--- config.mk ---
export PLATFORM = sky130hd
export DESIGN_NAME = instr_fetch_unit
export DESIGN_NICKNAME = d
export VERILOG_FILES = /design/src/rtl/instr_fetch_unit.sv
export SDC_FILE = /design/constraint.sdc
export NUM_CORES = 1
export LEC_CHECK = 0
export CELL_PAD_IN_SITES_DETAIL_PLACEMENT = 0
export CELL_PAD_IN_SITES_GLOBAL_PLACEMENT = 2
export CORE_AREA = 2 2 171 173
export CTS_BUF_LIST = sky130_fd_sc_hd__clkbuf_16
export DETAILED_ROUTE_END_ITERATION = 16
export DIE_AREA = 0 0 173 175
export PLACE_DENSITY_LB_ADDON = 0.12
export SETUP_SLACK_MARGIN = 0.2
export SYNTH_ARGS = -nofsm -noshare
export SYNTH_HDL_FRONTEND = slang
export SYNTH_SLANG_ARGS = --single-unit
export TNS_END_PERCENT = 10
--- constraint.sdc ---
create_clock -name clk -period 7.9 [get_ports clk]
set_input_delay 1.58 -clock clk [delete_from_list [all_inputs] [get_ports clk]]
set_output_delay 1.58 -clock clk [all_outputs]
set_load 0.01 [all_outputs]
--- src/rtl/instr_fetch_unit.sv ---
// RV32I fetch stage: owns the fetch PC, issues word reads under a credit limit, buffers
// returned words with their PCs and hands them to decode; redirects flush and restart fetch.
module instr_fetch_unit #(
    parameter logic [31:0] RESET_PC  = 32'h0000_0000,
    parameter int          BUF_DEPTH = 2
) (
    input  logic        clk,
    input  logic        reset,
    output logic        imem_req_valid,
    input  logic        imem_req_ready,
    output logic [31:0] imem_req_addr,
    input  logic        imem_rsp_valid,
    input  logic [31:0] imem_rsp_data,
    output logic        inst_valid,
    input  logic        inst_ready,
    output logic [31:0] inst_data,
    output logic [31:0] inst_pc,
    input  logic        redirect_valid,
    input  logic [31:0] redirect_pc,
    output logic        misalign_fault
);

    localparam int CNT_W = $clog2(BUF_DEPTH + 1);
    localparam int PTR_W = (BUF_DEPTH > 1) ? $clog2(BUF_DEPTH) : 1;
    localparam logic [CNT_W:0]   DEPTH_EXT = (CNT_W + 1)'(BUF_DEPTH);
    localparam logic [PTR_W-1:0] LAST_PTR  = PTR_W'(BUF_DEPTH - 1);

    typedef enum logic {
        ST_RUN   = 1'b0,
        ST_FAULT = 1'b1
    } state_t;

    state_t           state_reg, state_next;
    logic [31:0]      fetch_pc_reg, fetch_pc_next;
    logic             fault_reg, fault_next;
    logic [CNT_W-1:0] inflight_reg, inflight_next;
    logic [CNT_W-1:0] drop_reg, drop_next;
    logic [CNT_W-1:0] count_reg, count_next;
    logic [CNT_W-1:0] tag_count_reg, tag_count_next;
    logic [PTR_W-1:0] head_reg, head_next;
    logic [PTR_W-1:0] tail_reg, tail_next;
    logic [PTR_W-1:0] tag_head_reg, tag_head_next;
    logic [PTR_W-1:0] tag_tail_reg, tag_tail_next;

    logic [31:0] buf_data_mem [BUF_DEPTH];
    logic [31:0] buf_pc_mem   [BUF_DEPTH];
    logic [31:0] tag_mem      [BUF_DEPTH];

    logic credit_ok;
    logic issue_en;
    logic req_fire;
    logic rsp_retire;
    logic rsp_drop;
    logic rsp_take;
    logic pop;
    logic target_aligned;

    function automatic logic [PTR_W-1:0] ptr_inc(input logic [PTR_W-1:0] p);
        return (p == LAST_PTR) ? '0 : p + PTR_W'(1);
    endfunction

    // Words still in flight count against the buffer so every response has a free slot.
    assign credit_ok      = ({1'b0, inflight_reg} + {1'b0, count_reg}) < DEPTH_EXT;
    assign issue_en       = !reset && (state_reg == ST_RUN) && !redirect_valid && credit_ok;
    assign imem_req_valid = issue_en;
    assign imem_req_addr  = fetch_pc_reg;
    assign req_fire       = issue_en && imem_req_ready;

    assign rsp_retire     = imem_rsp_valid && (inflight_reg != '0);
    assign rsp_drop       = rsp_retire && (drop_reg != '0);
    assign rsp_take       = rsp_retire && (drop_reg == '0) && (tag_count_reg != '0) && !redirect_valid;

    assign inst_valid     = (count_reg != '0);
    assign pop            = inst_valid && inst_ready;
    assign inst_data      = inst_valid ? buf_data_mem[head_reg] : '0;
    assign inst_pc        = inst_valid ? buf_pc_mem[head_reg]   : '0;
    assign misalign_fault = fault_reg;
    assign target_aligned = (redirect_pc[1:0] == 2'b00);

    always_comb begin
        state_next     = state_reg;
        fetch_pc_next  = fetch_pc_reg;
        fault_next     = fault_reg;
        drop_next      = drop_reg;
        head_next      = head_reg;
        tail_next      = tail_reg;
        tag_head_next  = tag_head_reg;
        tag_tail_next  = tag_tail_reg;
        inflight_next  = inflight_reg + CNT_W'(req_fire) - CNT_W'(rsp_retire);
        tag_count_next = tag_count_reg + CNT_W'(req_fire) - CNT_W'(rsp_take);
        count_next     = count_reg + CNT_W'(rsp_take) - CNT_W'(pop);

        if (rsp_drop) begin
            drop_next = drop_reg - CNT_W'(1);
        end
        if (req_fire) begin
            fetch_pc_next = fetch_pc_reg + 32'd4;
            tag_tail_next = ptr_inc(tag_tail_reg);
        end
        if (rsp_take) begin
            tail_next     = ptr_inc(tail_reg);
            tag_head_next = ptr_inc(tag_head_reg);
        end
        if (pop) begin
            head_next = ptr_inc(head_reg);
        end

        // Everything still in flight after this cycle's accounting belongs to the old path.
        if (redirect_valid) begin
            count_next     = '0;
            head_next      = '0;
            tail_next      = '0;
            tag_count_next = '0;
            tag_head_next  = '0;
            tag_tail_next  = '0;
            drop_next      = inflight_next;
            if (target_aligned) begin
                fetch_pc_next = redirect_pc;
                fault_next    = 1'b0;
                state_next    = ST_RUN;
            end else begin
                fault_next    = 1'b1;
                state_next    = ST_FAULT;
            end
        end
    end

    always_ff @(posedge clk) begin
        if (reset) begin
            state_reg     <= ST_RUN;
            fetch_pc_reg  <= RESET_PC;
            fault_reg     <= 1'b0;
            inflight_reg  <= '0;
            drop_reg      <= '0;
            count_reg     <= '0;
            tag_count_reg <= '0;
            head_reg      <= '0;
            tail_reg      <= '0;
            tag_head_reg  <= '0;
            tag_tail_reg  <= '0;
        end else begin
            state_reg     <= state_next;
            fetch_pc_reg  <= fetch_pc_next;
            fault_reg     <= fault_next;
            inflight_reg  <= inflight_next;
            drop_reg      <= drop_next;
            count_reg     <= count_next;
            tag_count_reg <= tag_count_next;
            head_reg      <= head_next;
            tail_reg      <= tail_next;
            tag_head_reg  <= tag_head_next;
            tag_tail_reg  <= tag_tail_next;
        end
    end

    // Storage needs no reset: occupancy counters decide what is visible.
    always_ff @(posedge clk) begin
        if (rsp_take && !reset) begin
            buf_data_mem[tail_reg] <= imem_rsp_data;
            buf_pc_mem[tail_reg]   <= tag_mem[tag_head_reg];
        end
        if (req_fire) begin
            tag_mem[tag_tail_reg] <= fetch_pc_reg;
        end
    end

endmodule

# Yosys cells after proc, flatten, opt, wreduce, memory -nomap -nowiden
# Memories as Yosys holds them, arrays and structs flattened. A register that Yosys moved wholly into a read port is not among the register bits.
# Index checks and enable logic that the tools add are counted.
op_classes:
  n_addsub: 13
  mul: 0
  div: 0
  order_cmp: 1
  n_eq_ne: 0
  shift: 0
  n_mux: 22
  bitwise: 1
  n_reduce_logical: 21
op_table:
  columns: ["op", "n"]
  rows:
  - ["32-bit two-way mux", 5]
  - ["32-bit by 3-bit adder with 32-bit output (second input constant)", 1]
  - ["1-bit two-way mux", 15]
  - ["1-bit logical AND", 11]
  - ["2-bit nonzero test", 5]
  - ["2-bit by 1-bit adder with 2-bit output", 3]
  - ["2-bit by 1-bit subtractor with 2-bit output", 3]
  - ["1-bit adder (second input constant)", 4]
  - ["2-bit zero test", 2]
  - ["2-bit two-way mux", 2]
  - ["2-bit by 2-bit adder with 3-bit output", 1]
  - ["3-bit by 2-bit less-than comparator with 1-bit output (second input constant)", 1]
  - ["1-bit zero test", 2]
  - ["2-bit OR reduction", 1]
  - ["2-bit by 1-bit subtractor with 2-bit output (second input constant)", 1]
  - ["1-bit inverter", 1]
word_totals:
  regBits: 45
  latch_bits: 0
  ram_bits: 192
  rom_bits: 0
  inputBits: 70
  wordCells: 71
  mem_count: 3
memory_table:
  columns: ["name", "depth", "word_bits", "read_ports", "rd_ports_with_merged_regs", "write_ports", "line_no", "text"]
  rows:
  - ["buf_data_mem", 2, 32, 1, 1, 1, "45", "logic [31:0] buf_data_mem [BUF_DEPTH];"]
  - ["buf_pc_mem", 2, 32, 1, 1, 1, "46", "logic [31:0] buf_pc_mem [BUF_DEPTH];"]
  - ["tag_mem", 2, 32, 1, 1, 1, "47", "logic [31:0] tag_mem [BUF_DEPTH];"]

# Longest topological paths before layout
logic_depth:
  depth_word: 8
  depth_mapped: 14
  depth_no_buf: 13

# Worst setup path after synthesis
# Ideal clock, no wire load.
synth_path:
  kind: "input to register"
  start: "input imem_rsp_valid"
  end: "memory buf_data_mem[1][0], enable pin"
  arrival_ps: 6750
  path_slack_ps: 572
  stages: 4
  path_cell_list: "o21a_1 > o2111a_1 > inv_1 > nor3b_1"
synth_between:
  elab_chain_cells: 7
synth_rtl:
  columns: ["item", "line_no", "text"]
  rows:
  - ["start, declared", "12", "input logic imem_rsp_valid,"]
  - ["1-bit logical AND", "69", "assign rsp_retire = imem_rsp_valid && (inflight_reg != '0);"]
  - ["1-bit logical AND (3 in series)", "71", "assign rsp_take = rsp_retire && (drop_reg == '0) && (tag_count_reg != '0) && !redirect_valid;"]
  - ["1-bit logical AND", "158", "if (rsp_take && !reset) begin"]
  - ["1-bit two-way mux", "158", null]
  - ["1-bit two-way mux (not written as such)", "159", "buf_data_mem[tail_reg] <= imem_rsp_data;"]
  - ["end, declared", "45", null]
# No other way between the ends.

# Final worst setup path
layout_path:
  start: "input reset"
  end: "output imem_req_valid"
layout_between:
  elab_chain_cells: 4
layout_rtl:
  columns: ["item", "line_no", "text"]
  rows:
  - ["start, declared", "8", "input logic reset,"]
  - ["1-bit zero test", "64", "assign issue_en = !reset && (state_reg == ST_RUN) && !redirect_valid && credit_ok;"]
  - ["1-bit logical AND (3 in series)", "64", null]
  - ["end, declared", "9", "output logic imem_req_valid,"]
# No other way between the ends.

==> metrics.yaml <==
outcome:
  status: "finished clean"
power:
  p_per_area_nw_per_um2: 225
  comb_power_share_pct: 5.0
  power_switching_uw: 572
  power_frac_seq_pct: 49.3
  irDropWorstVdd_uv: 120
  p_int_uw: 2270
  power.share.clock_pct: 45.7
  leakage_uw: 0.00403
  swShare_pct: 20.1
placed_design:
  post-place-ws_ns: 2.77
  portBuffers: 168
  dpl.hpwl_mm: 14.1
  gp_congestion: 0.732
timing:
  setup_tns_ns: 0
  slew_headroom_pct: 18.8
  fin_skew_ns: 0.00761
  finalSetupViolCount: 0
  layout_setup_ws_ns: 2.78
  slew_viol_final: 0
  worst_pin_slew_ns: 1.22
  period_share_pct: 64.8
  hold_viol: 0
  fmax_mhz: 195
  grt_setup_unrepaired: "no"
  layout_min_cycle_time_ns: 5.12
finish:
  nets: 917
  drive_above_1_share_pct: 11.1
  multi_input_area_sq_um: 2710
  reg_top3: "buf_data_mem: 64 flops, buf_pc_mem: 64 flops, tag_mem: 64 flops"
  seq_area_sq_um: 6710
  antenna_cells: 0
  syn_to_final_growth_pct: 31.9
  n_fill_cell: 2594
clock_tree:
  cts_max_level: 1
  insertion_delay_ns: 0.52
  cts_buffers: 26
  postCtsHoldBufs: 0
  clkTransAtPathRegs_ns: 0.06
  cts-resized-gates: 0
  cts_tree: "built"
  clockBufferDepth: 3
  cts_setup_buffers: 0
  clkSinkCount: 239
  clockRootBuffer: "clkbuf_16"
global_route:
  grt_pass1_wl_mm: 34.0
  grt_overflow: 0
  grt_pass1_vias: 6005
  grt.total_usage_pct: 14.4
  grt_start_max_net_pins: 66
  grt_antenna_before_repair: 0
die:
  core_area_sq_um: 28400
  dieArea_sq_um: 30300
  dieHeight_um: 175
  pin_count: 169
  rows: 62
  initial_utilization_pct: 33.7
  die_w_um: 173
routing:
  dr.pass1.iters: 4
  vias: 5814
  drtIter0Drc: 281
  avgRoutedWirePerCell_um: 17.7
  wirelength_mm: 22.0
  postRouteAntennaNets: 0
  vias_per_cell: 4.68
  drc: 0
worst_setup_path:
  cp.arrival_ns: 3.54
  crit_path_end_kind: "output pin"
  crit_fanout: 40
  crit_required_ns: 6.32
  start_kind: "primary input"
  worstSetupPathType: "in -> out"
logic_synthesis:
  synth.distinct_cells: 42
  synth_area_sq_um: 9570
  yosys-top-cells-count: "192 x edfxtp_1, 113 x nor2_1, 65 x mux2i_1"
  synthTopCellsByArea: "edfxtp_1 60%, dfxtp_1 9.8%, mux2i_1 6.8%"
  async_reset_ff_share_pct: 0
  ys.flop_type: "edfxtp_1"
  yosys_warnings: 0
  synth_edf_count: 192
  synthCells: 668
  synth_area_leader_cell: "edfxtp_1"
  avgSynthCellArea_sq_um: 14.3
  synth_nets: 747
  synth.most_common_cell: "edfxtp_1"
  yosysSeqAreaShare_pct: 70.1
  yosys_register_bits: 239
  yosys.area.top_type_share_pct: 60.2
worst_hold_path:
  hold_class: "reg -> reg"
flow_run:
  drv_cap: 0
[through the flow]
| stage | instance area (sq um) | instances | hold slack (ns) | power [uW] | utilization [%] |
|---|---|---|---|---|---|
| after floorplan | 9570 | 668 | 0.481 | 1490 | - |
| after CTS | 12600 | 1241 | 0.491 | 2880 | 44.5 |
| after global placement | 11700 | 1194 | 0.461 | 1570 | 41.2 |
| after global routing | 12600 | 1241 | 0.517 | 2950 | 44.5 |
| final | 12600 | 1241 | 0.488 | 2840 | 44.5 |
| after detailed placement | 11700 | 1194 | 0.476 | 1570 | 41.2 |
[layer usage]
layer	track usage, %	wire length, um
met1	17.7	9470
met2	25.5	10900
met3	2.85	1100
met4	4.27	516
met5	0	0
[cell usage in the layout (no fill, tap or decap), types with 10 or more instances in the layout]
cell type | synthesis | routed
xnor2_1 | 23 | 23
edfxtp_1 | 192 | 192
nor3_1 | 11 | 10
inv_1 | 15 | 16
clkdlybuf4s50_1 | 0 | 168
a211oi_1 | 21 | 21
clkbuf_16 | 0 | 27
dfxtp_1 | 47 | 46
nand3_1 | 10 | 10
nor2_1 | 113 | 111
nand2_1 | 19 | 19
mux2_2 | 32 | 32
mux2i_1 | 65 | 65
[power by group through the flow]
stage	sequential, uW	combinational [uW]	clock, uW
final	1400	141	1300
after global routing	1400	158	1390
after CTS	1400	143	1340
after detailed placement	1430	142	0
after global placement	1430	139	0
after floorplan	1420	64.7	0
[layout make-up]
cell class,count,area share (%)
inverters,15,0.446
repair buffers,175,13.7
clock inverters,20,2.04
multi-input cells,381,21.5
clock buffers,27,5.35
flip-flops and latches,239,53.2
well taps,384,3.81
[worst paths after layout]
check                                                   start                        to  slack [ns]  depth (start not counted)
worst max register to register        count_reg[0]$_SDFF_PP0_  tag_mem[0][11]$_DFFE_PP_        4.77                          6
worst min register to register  imem_req_addr[0]$_SDFFE_PP0P_   tag_mem[0][0]$_DFFE_PP_        0.49                          0
worst max-delay path                                    reset            imem_req_valid        2.78                          5
worst min-delay path            imem_req_addr[0]$_SDFFE_PP0P_   tag_mem[0][0]$_DFFE_PP_        0.49                          0
[logic make-up (layout without fill, tap and decap cells)]
group,count (synthesis),count (layout),share of synthesized area (%)
adder cells (fa/ha/maj),9,9,1.25
multiplexers,98,98,10.7
AND/OR/NAND/NOR,202,202,10.1
buffers and inverters,48,237,1.90
flip-flops,239,239,70.1
AO/OA/AOI/OAI,40,40,3.05
XOR/XNOR,32,32,2.93
[critical path, stage by stage]
cell	delay, ns
clkdlybuf4s50_1	0.39
buf_4	0.28
nor3_2	0.36
and2_1	0.33
clkdlybuf4s50_1	0.59
Note: power is estimated with default switching activity, not from simulation.
